[config.mk]
export PLATFORM = sky130hd
export DESIGN_NAME = vga_sync_gen
export DESIGN_NICKNAME = d
export VERILOG_FILES = /design/src/rtl/vga_sync_gen.sv
export SDC_FILE = /design/constraint.sdc
export NUM_CORES = 1
export LEC_CHECK = 0
export ABC_AREA = 1
export BUFFER_PORTS_ARGS = -buffer_cell sky130_fd_sc_hd__buf_2
export CAP_MARGIN = 5
export CORE_UTILIZATION = 40
export DETAILED_ROUTE_END_ITERATION = 8
export SLEW_MARGIN = 10
export SYNTH_ARGS = -nofsm -noshare
export SYNTH_HDL_FRONTEND = slang
export SYNTH_SLANG_ARGS = --single-unit
[constraint.sdc]
create_clock -name clk_in -period 1.5 [get_ports clk_in]
set_input_delay 0.225 -clock clk_in [delete_from_list [all_inputs] [get_ports clk_in]]
set_output_delay 0.225 -clock clk_in [all_outputs]
set_load 0.01 [all_outputs]
[src/rtl/vga_sync_gen.sv]
// VGA timing generator: horizontal/vertical pixel counters with registered
// sync, blanking and line/frame start strobes, all aligned to the same edge.
module vga_sync_gen #(
   parameter int unsigned H_VIS  = 640,
   parameter int unsigned H_FP   = 16,
   parameter int unsigned H_SYNC = 96,
   parameter int unsigned H_BP   = 48,
   parameter int unsigned V_VIS  = 480,
   parameter int unsigned V_FP   = 10,
   parameter int unsigned V_SYNC = 2,
   parameter int unsigned V_BP   = 33
) (
   input  logic       clk_in,
   input  logic       reset,
   input  logic       en,
   output logic       hsync,
   output logic       vsync,
   output logic       video_on,
   output logic [9:0] pixel_x,
   output logic [9:0] pixel_y,
   output logic       line_start,
   output logic       frame_start
);

   localparam int unsigned CW    = 10;
   localparam int unsigned H_TOT = H_VIS + H_FP + H_SYNC + H_BP;
   localparam int unsigned V_TOT = V_VIS + V_FP + V_SYNC + V_BP;

   localparam logic [CW-1:0] H_LAST     = CW'(H_TOT - 1);
   localparam logic [CW-1:0] V_LAST     = CW'(V_TOT - 1);
   localparam logic [CW-1:0] H_VIS_END  = CW'(H_VIS);
   localparam logic [CW-1:0] V_VIS_END  = CW'(V_VIS);
   localparam logic [CW-1:0] H_SYNC_BEG = CW'(H_VIS + H_FP);
   localparam logic [CW-1:0] H_SYNC_END = CW'(H_VIS + H_FP + H_SYNC);
   localparam logic [CW-1:0] V_SYNC_BEG = CW'(V_VIS + V_FP);
   localparam logic [CW-1:0] V_SYNC_END = CW'(V_VIS + V_FP + V_SYNC);

   logic [CW-1:0] h_cnt;
   logic [CW-1:0] v_cnt;
   logic [CW-1:0] h_nxt;
   logic [CW-1:0] v_nxt;
   logic          hsync_nxt;
   logic          vsync_nxt;
   logic          video_on_nxt;
   logic          line_start_nxt;
   logic          frame_start_nxt;

   // Next counter pair: h wraps at end of line, v advances only on that wrap.
   always_comb begin
      h_nxt = h_cnt;
      v_nxt = v_cnt;
      if (h_cnt == H_LAST) begin
         h_nxt = '0;
         if (v_cnt == V_LAST) begin
            v_nxt = '0;
         end else begin
            v_nxt = v_cnt + CW'(1);
         end
      end else begin
         h_nxt = h_cnt + CW'(1);
      end
   end

   // Decode from the next pair so registered outputs line up with the counters.
   always_comb begin
      hsync_nxt       = 1'b1;
      vsync_nxt       = 1'b1;
      video_on_nxt    = 1'b0;
      line_start_nxt  = 1'b0;
      frame_start_nxt = 1'b0;
      if ((h_nxt >= H_SYNC_BEG) && (h_nxt < H_SYNC_END)) begin
         hsync_nxt = 1'b0;
      end
      if ((v_nxt >= V_SYNC_BEG) && (v_nxt < V_SYNC_END)) begin
         vsync_nxt = 1'b0;
      end
      if ((h_nxt < H_VIS_END) && (v_nxt < V_VIS_END)) begin
         video_on_nxt = 1'b1;
      end
      if (h_nxt == '0) begin
         line_start_nxt = 1'b1;
         if (v_nxt == '0) begin
            frame_start_nxt = 1'b1;
         end
      end
   end

   // Reset lands on (0,0) with outputs already decoded for that position.
   always_ff @(posedge clk_in) begin
      if (reset) begin
         h_cnt       <= '0;
         v_cnt       <= '0;
         hsync       <= 1'b1;
         vsync       <= 1'b1;
         video_on    <= 1'b1;
         line_start  <= 1'b1;
         frame_start <= 1'b1;
      end else if (en) begin
         h_cnt       <= h_nxt;
         v_cnt       <= v_nxt;
         hsync       <= hsync_nxt;
         vsync       <= vsync_nxt;
         video_on    <= video_on_nxt;
         line_start  <= line_start_nxt;
         frame_start <= frame_start_nxt;
      end
   end

   assign pixel_x = h_cnt;
   assign pixel_y = v_cnt;

endmodule

# Yosys cells after proc, flatten, opt, wreduce, memory -nomap -nowiden
# Index checks and enable logic that the tools add are counted.
# totals
ff_bits	25
in_bits	3
output_inout_bits	25
word_cells	31
# classes
addsub	2
n_lt_le_gt_ge	6
n_eq_ne	2
muxes	9
n_reduce_logical	5
# op_table
cell	count
two-way mux 10 bit	3
adder 10 x 1 -> 10 bit (second input constant)	2
equality test 10 bit (second input constant)	2
logical NOT 10 bit	2
< comparator 10 bit (second input constant)	2
< comparator 10 x 9 -> 1 bit (second input constant)	2
>= comparator 10 bit (second input constant)	1
>= comparator 10 x 9 -> 1 bit (second input constant)	1
two-way mux 1 bit	6
logical AND 1 bit	3

# Logic depth before layout (Yosys ltp)
# Gate-level depths: netlist of the first run.
# depth
word_depth	6
mapped_depth	13

# Worst setup path before layout of the first run
# Ideal clock, no wire load.
# synth_path
kind	register to register
startpoint	register h_cnt[0], in the netlist pixel_x[0]
endpoint	register vsync
setup_time_ns	0.115
t_arrival_ns	1.573
required_time_ns	1.385
path_slack_ns	-0.188
path_stages_with_launch	11
path_cell_list	dfxtp_1 > ha_1 > nand2_2 > nor2_2 > nand4_4 > o21ai_1 > nand3_1 > nor2_2 > nand3_1 > nand2_1 > nand2_1
# synth_between
elab_chain_len	5
# synth_rtl
element	line	rtl
start: declaration	38	logic [CW-1:0] h_cnt;
start signal: assignment	99	h_cnt <= h_nxt;
equality test 10 bit *	52	if (h_cnt == H_LAST) begin
two-way mux 10 bit *	52	
>= comparator 10 x 9 -> 1 bit or < comparator 10 x 9 -> 1 bit (tied branches)	74	if ((v_nxt >= V_SYNC_BEG) && (v_nxt < V_SYNC_END)) begin
logical AND 1 bit *	74	
two-way mux 1 bit *	74	
end signal: assignment	102	vsync <= vsync_nxt;
end: declaration	17	output logic vsync,
# Every way passes the cells marked *; elsewhere a longest branch is shown, timed or not.
# A chain may end at the register's enable or synchronous reset.

# Worst setup path after layout of the first run
# layout_path
startpoint	register h_cnt[1], in the netlist pixel_x[1]
endpoint	register vsync
# Same word-level chain as after synthesis.

==> flow_summary.toml, run 1 <==
[status]
run_status = "complete, but fails checks"
violations = "negative setup slack"

[hold_path]
hp-start = "reset"
holdPathStages = 2
end_point_of_the_most_critical_hold_path = "pixel_y[5]$_SDFFE_PP0P_"
min-delay-path-class = "in -> reg"

[place]
finalWeightedCongestion = 0.9047
hpwlAfterDp_mm = 3.712
post_dp_cell_area_sq_um = 2293
cell_count_after_placement = 399
port_buffers = 27

[sta]
slew_headroom = 0.6616
final-max-slew-violation-count = 0
report.final.setup_viol = 11
grt_setup_unrepaired = "yes"
timing.clock.skew_ns = 0.005082
timing_worst_slew_pin_value_ns = 0.5071
final_setup_slack_of_the_worst_path_ns = -0.2261
period_needed_ns = 1.726
fin_tns_setup_ns = -1.323
report.final.hold_viol_count = 0
fin_crit_sh = 1.151
fmaxAchievable_mhz = 579.3

[global_routing]
grt_use_met3 = 0.02911
first_global_vias = 1768
gr-total-overflow = 0
grt_first_pass_wirelength_mm = 8.169
gr-max-usage-layer = "met2"
grt_antenna_before_repair = 0
grt_max_degree = 18
grt.met1_usage = 0.3470
global_route.usage.total = 0.2396
use_met2 = 0.3611

[worst_setup_path]
worst_r2r_endpoint = "vsync$_SDFFE_PP1P_"
timing.rr.start = "pixel_x[1]$_SDFFE_PP0P_"
setup.worst_path.class = "reg -> reg"
worst_case_reg_to_reg_path_depth = 12
crit_path_cell_chain = "ha_4 > nand2_4 > nor2_4 > nand3_4 > nor2_2 > nand2_2 > nor2_2 > nor2_4 > inv_1 > nand3_1 > nand2_1 > nand2_1"
worst_setup_path_start_kind = "flop"
timing.critical_path.arrival_ns = 1.90
cp-end-kind = "flop"
cp.buffers_inverters = 1
critical_path.top_delay_family = "simple AND/OR/NAND/NOR gates"
critical_path.max_stage_delay_ns = 0.37
regToRegSetupSlack_ns = -0.23
crit_path_top_delay_cell = "dfxtp_4"
critical_path_peak_fanout = 7
required_time_at_the_endpoint_of_the_critical_path_ns = 1.67

[die]
number_of_top_level_pins = 28
floorplan.core_area_sq_um = 4029
die_height_um = 66.84
floorplan.die_area_sq_um = 4468
placement_rows = 23
initial_standard_cell_utilization_of_the_core = 0.4174
die_w_um = 66.84

[layout]
layout_common_cells = "57 x nand2_1, 55 x buf_4, 42 x inv_1, 27 x buf_2, 23 x a21oi_1"
fraction_of_layout_instances_using_a_drive_strength_above_1 = 0.4050
flow.area_growth_from_synthesis_pct = 50.07
post_layout_net_count = 365
fin_area_sq_um = 2524
n_antenna_cell = 0
layout_commonest_cell = "nand2_1"
final_cell_count_no_fill = 408
final_core_utilization = 0.6264

[drt]
route.final.wire_length_mm = 5.053
ant_nets = 0
via_per_inst = 4.949
residual_drc_count = 0
wire_per_inst_um = 12.38
drt_first_pass_iters = 4
dr.first_iter.drc_count = 112
via_count = 2019

[power]
cellLeakagePower_nw = 1.299
ir_drop_mv = 0.3596
finalPower_mw = 1.595
power_per_cell_area_nw_per_um2 = 632.1

[synth]
ys_dominant_reg_cell = "dfxtp_1"
netlist_instances = 276
synth_seq_cells = 25
yosys_warnings = 0
synth.cell_area_sq_um = 1682
synth.net_count = 282
ys_seq_area_frac = 0.2976
synth_edf_count = 0
postSynth.asyncResetShare = 0
post_synth_num_cell_types = 26
synthesis.area_per_instance_sq_um = 6.093

[clock_network]
clkLatencyLatePin_ns = 0.27
tritoncts = "done"
clockRootBuffer = "clkbuf_8"
post_cts_clock_slew_at_the_launch_and_capture_registers_of_the_worst_setup_and_hold_paths_ns = 0.09
clock_sinks = 25
maximum_root_to_sink_buffer_count = 2
cts_buffers = 3
htreeDepth = 1
postCtsHoldBufs = 0

[flow_run]
max-cap-violations = 0
## synth_stat cells, types with 2 or more instances
cell type  count  share of area
nand2_1       65           0.15
inv_1         43          0.096
nand3_1       29          0.086
nor2_1        27          0.060
dfxtp_1       25           0.30
a21oi_1       23          0.068
o21ai_0       21          0.062
nor2_2         8          0.030
clkbuf_1       6          0.013
nand4_1        5          0.019
ha_1           3          0.022
o21ai_1        3         0.0089
a211oi_1       2         0.0089
inv_2          2         0.0045
nand2_2        2         0.0074
nor2_4         2          0.013
## sequential cells by signal, indices dropped and copies added (netlist names)
name and flops:
frame_start 1, video_on 1, hsync 1, pixel_y 10
vsync 1, line_start 1, pixel_x 10
## cell families after synthesis
logic type / share of synthesized area
compound gates: 0.1577
xor+xnor: 0.005209
fa+ha+maj: 0.02232
buf+inv: 0.1168
flops: 0.2976
simple gates: 0.4003
## final cells by class
| type | instances | area (sq um) |
|---|---|---|
| Sequential cell | 25 | 518.0 |
| Fill cell | 390 | 1505 |
| Inverter | 45 | 171.4 |
| Clock buffer | 4 | 45.04 |
| Multi-Input combinational cell | 199 | 1145 |
| Tap cell | 50 | 62.56 |
| Timing Repair Buffer | 85 | 581.8 |
## per-layer routing
metal | share of wire | vias up
met5 | 0 | -
met4 | 0.018 | 0
met3 | 0.023 | 9
met2 | 0.45 | 39
met1 | 0.51 | 918
li1 | - | 1053
## power breakdown
group / switching (mW) / internal (mW)
combinational: 0.234 / 0.194
sequential: 0.0447 / 0.707
clock: 0.225 / 0.190
total: 0.504 / 1.09
## per-stage QoR
| step | hold WS [ns] | setup WS [ns] |
|---|---|---|
| 2_1_floorplan | 0.3812 | -0.01758 |
| 3_3_place_gp | 0.4479 | -0.2037 |
| 3_5_place_dp | 0.4549 | -0.2203 |
| 4_1_cts | 0.1824 | -0.1673 |
| 5_1_grt | 0.1973 | -0.3204 |
| 6_report | 0.2010 | -0.2261 |
## how the worst max path moves through the flow
stage | to | depth (start not counted) | start
2_1_floorplan | vsync$_SDFFE_PP1P_ | 12 | pixel_x[1]$_SDFFE_PP0P_
3_3_place_gp | vsync$_SDFFE_PP1P_ | 12 | pixel_x[1]$_SDFFE_PP0P_
3_5_place_dp | vsync$_SDFFE_PP1P_ | 12 | pixel_x[1]$_SDFFE_PP0P_
4_1_cts | vsync$_SDFFE_PP1P_ | 10 | pixel_x[1]$_SDFFE_PP0P_
5_1_grt | vsync$_SDFFE_PP1P_ | 12 | pixel_x[1]$_SDFFE_PP0P_
6_report | vsync$_SDFFE_PP1P_ | 12 | pixel_x[1]$_SDFFE_PP0P_
## what timing repair did
item,4_1_cts,5_1_grt
setup buffers,4,1
gates resized for setup,22,27
cloned,0,0
setup endpoints to repair,11,16
pin swaps,7,6
Note: power is estimated with default switching activity, not from simulation.
==> run 2: changes to the inputs <==
--- a/config.mk
+++ b/config.mk
@@ -8,8 +8,10 @@
 export ABC_AREA = 1
 export BUFFER_PORTS_ARGS = -buffer_cell sky130_fd_sc_hd__buf_2
 export CAP_MARGIN = 5
+export CORE_ASPECT_RATIO = 1.1
 export CORE_UTILIZATION = 40
 export DETAILED_ROUTE_END_ITERATION = 8
+export REMOVE_ABC_BUFFERS = 1
 export SLEW_MARGIN = 10
 export SYNTH_ARGS = -nofsm -noshare
 export SYNTH_HDL_FRONTEND = slang
==> run 2 against run 1 <==
Effect of this change:
- the run still ends with negative setup slack left
- sequential cell count unchanged
- register-to-register slack better by 0.02 ns
- die area about the same
- global-route usage down 0.16 points
- via count up 1.7%
- critical path depth up 1
- worst hold slack worse by 0.036 ns
- final area up 3.3%
- critical path type unchanged
==> flow_summary.toml, run 2 (synthesis gave the netlist of run 1 again) <==
[drt]
via_count = 2053
wire_per_inst_um = 11.99
residual_drc_count = 0
dr.first_iter.drc_count = 98
via_per_inst = 4.923
drt_first_pass_iters = 4
ant_nets = 0
route.final.wire_length_mm = 4.998

[layout]
layout_common_cells = "60 x buf_4, 57 x nand2_1, 41 x inv_1, 27 x buf_2, 23 x a21oi_1"
flow.area_growth_from_synthesis_pct = 54.99
layout_commonest_cell = "buf_4"
final_cell_count_no_fill = 417
post_layout_net_count = 372
n_antenna_cell = 0
fraction_of_layout_instances_using_a_drive_strength_above_1 = 0.4301

[status]
violations = "negative setup slack"
run_status = "complete, but fails checks"

[place]
preCtsSetupSlack_ns = -0.3204
finalWeightedCongestion = 0.8929
cell_count_after_placement = 406
port_buffers = 27
hpwlAfterDp_mm = 3.700

[worst_setup_path]
worst_r2r_endpoint = "vsync$_SDFFE_PP1P_"
timing.critical_path.arrival_ns = 1.89
setup.worst_path.class = "reg -> reg"
timing.rr.start = "pixel_x[1]$_SDFFE_PP0P_"
worst_setup_path_startpoint = "pixel_x[1]$_SDFFE_PP0P_"
cp-end-kind = "flop"
worst-path-stages = 13
critical_path.max_stage_delay_ns = 0.37
timing.critical_path.mode_cell = "nand2_1"
required_time_at_the_endpoint_of_the_critical_path_ns = 1.68
regToRegSetupSlack_ns = -0.21
worst_case_reg_to_reg_path_depth = 13
worst_setup_path_start_kind = "flop"
crit_path_cell_chain = "ha_4 > nand2_4 > nor2_4 > nand4_4 > inv_4 > buf_4 > nand2_1 > nand2_2 > inv_2 > nor2_4 > nand3_2 > nand2_1 > nand2_1"
critical_path.top_delay_family = "simple AND/OR/NAND/NOR gates"
cp.buffers_inverters = 3
critical_path_peak_fanout = 8
crit_path_top_delay_cell = "dfxtp_2"

[sta]
period_needed_ns = 1.706
fin_crit_sh = 1.137
final_setup_slack_of_the_worst_path_ns = -0.2059
grt_setup_unrepaired = "yes"
final-max-slew-violation-count = 0
timing_worst_slew_pin_value_ns = 0.3223
fmaxAchievable_mhz = 586.2
report.final.setup_viol = 10
report.final.hold_viol_count = 0
slew_headroom = 0.7849
fin_tns_setup_ns = -1.115
timing.clock.skew_ns = 0.003851

[clock_network]
clockRootBuffer = "clkbuf_8"
maximum_root_to_sink_buffer_count = 2
postCtsHoldBufs = 0
clock_sinks = 25
post_cts_clock_slew_at_the_launch_and_capture_registers_of_the_worst_setup_and_hold_paths_ns = 0.10
tritoncts = "done"
cts_buffers = 3
clkLatencyLatePin_ns = 0.27
htreeDepth = 1

[die]
die_height_um = 70.01
floorplan.die_area_sq_um = 4468
floorplan.core_area_sq_um = 3994
placement_rows = 24
number_of_top_level_pins = 28
die_w_um = 63.82
initial_standard_cell_utilization_of_the_core = 0.4211

[global_routing]
grt_antenna_before_repair = 0
grt_first_pass_wirelength_mm = 8.411
grt_max_degree = 20
global_route.usage.total = 0.2380
gr-total-overflow = 0
first_global_vias = 1908

[hold_path]
hp-start = "reset"
holdPathStages = 2
min-delay-path-class = "in -> reg"
end_point_of_the_most_critical_hold_path = "pixel_y[5]$_SDFFE_PP0P_"

[power]
cellLeakagePower_nw = 1.337
power_per_cell_area_nw_per_um2 = 623.0
ir_drop_mv = 0.4337

[flow_run]
max-cap-violations = 0
-- run 2: layout make-up --
| class | instances | area (sq um) |
|---|---|---|
| fill | 369 | 1388 |
| multi-input combinational | 199 | 1154 |
| timing repair buffer | 92 | 650.6 |
| sequential | 25 | 516.7 |
| inverter | 45 | 171.4 |
| tap | 52 | 65.06 |
| clock buffer | 3 | 41.29 |
| clock inverter | 1 | 7.507 |
-- run 2: metrics by stage --
| step | util | instance area, sq um | power [mW] | hold slack (ns) |
|---|---|---|---|---|
| finish | 0.6526 | 2606 | 1.624 | 0.1646 |
| floorplan | - | 1654 | 0.9506 | 0.3035 |
| global placement | 0.5764 | 2302 | 1.163 | 0.4485 |
| CTS | 0.6172 | 2465 | 1.617 | 0.1557 |
| detailed placement | 0.5764 | 2302 | 1.165 | 0.4503 |
| global route | 0.6526 | 2606 | 1.721 | 0.1619 |
-- run 2: timing repair --
item                       in CTS  in global routing
setup endpoints to repair      14                 17
gates cloned                    0                  0
setup buffers                   5                  2
pin swaps                       7                 11
gates resized for setup        24                 43
-- run 2: per-layer routing --
metal,global-route usage,part of all wire,vias up
li1,-,-,1065
met1,0.2853,0.43,943
met2,0.4291,0.52,37
met3,0.02614,0.024,8
met4,0.08586,0.020,0
met5,0,0,-
-- run 2: worst register-to-register path, stage by stage (launching register included) --
cell,delay [ns]
dfxtp_2,0.37
ha_4,0.15
nand2_4,0.08
nor2_4,0.11
nand4_4,0.20
inv_4,0.14
buf_4,0.11
nand2_1,0.05
nand2_2,0.08
inv_2,0.05
nor2_4,0.12
nand3_2,0.06
nand2_1,0.05
nand2_1,0.04
-- run 2: how the worst max path moves through the flow --
stage	end	slack [ns]
after floorplan	vsync$_SDFFE_PP1P_	-0.19
after global placement	vsync$_SDFFE_PP1P_	-0.29
after detailed placement	vsync$_SDFFE_PP1P_	-0.32
after CTS	vsync$_SDFFE_PP1P_	-0.17
after global routing	video_on$_SDFFE_PP1P_	-0.32
final	vsync$_SDFFE_PP1P_	-0.21
-- run 2: power breakdown --
group | switching (mW) | internal, mW
registers | 0.0431 | 0.707
clock network | 0.239 | 0.189
logic | 0.240 | 0.205
total | 0.523 | 1.10
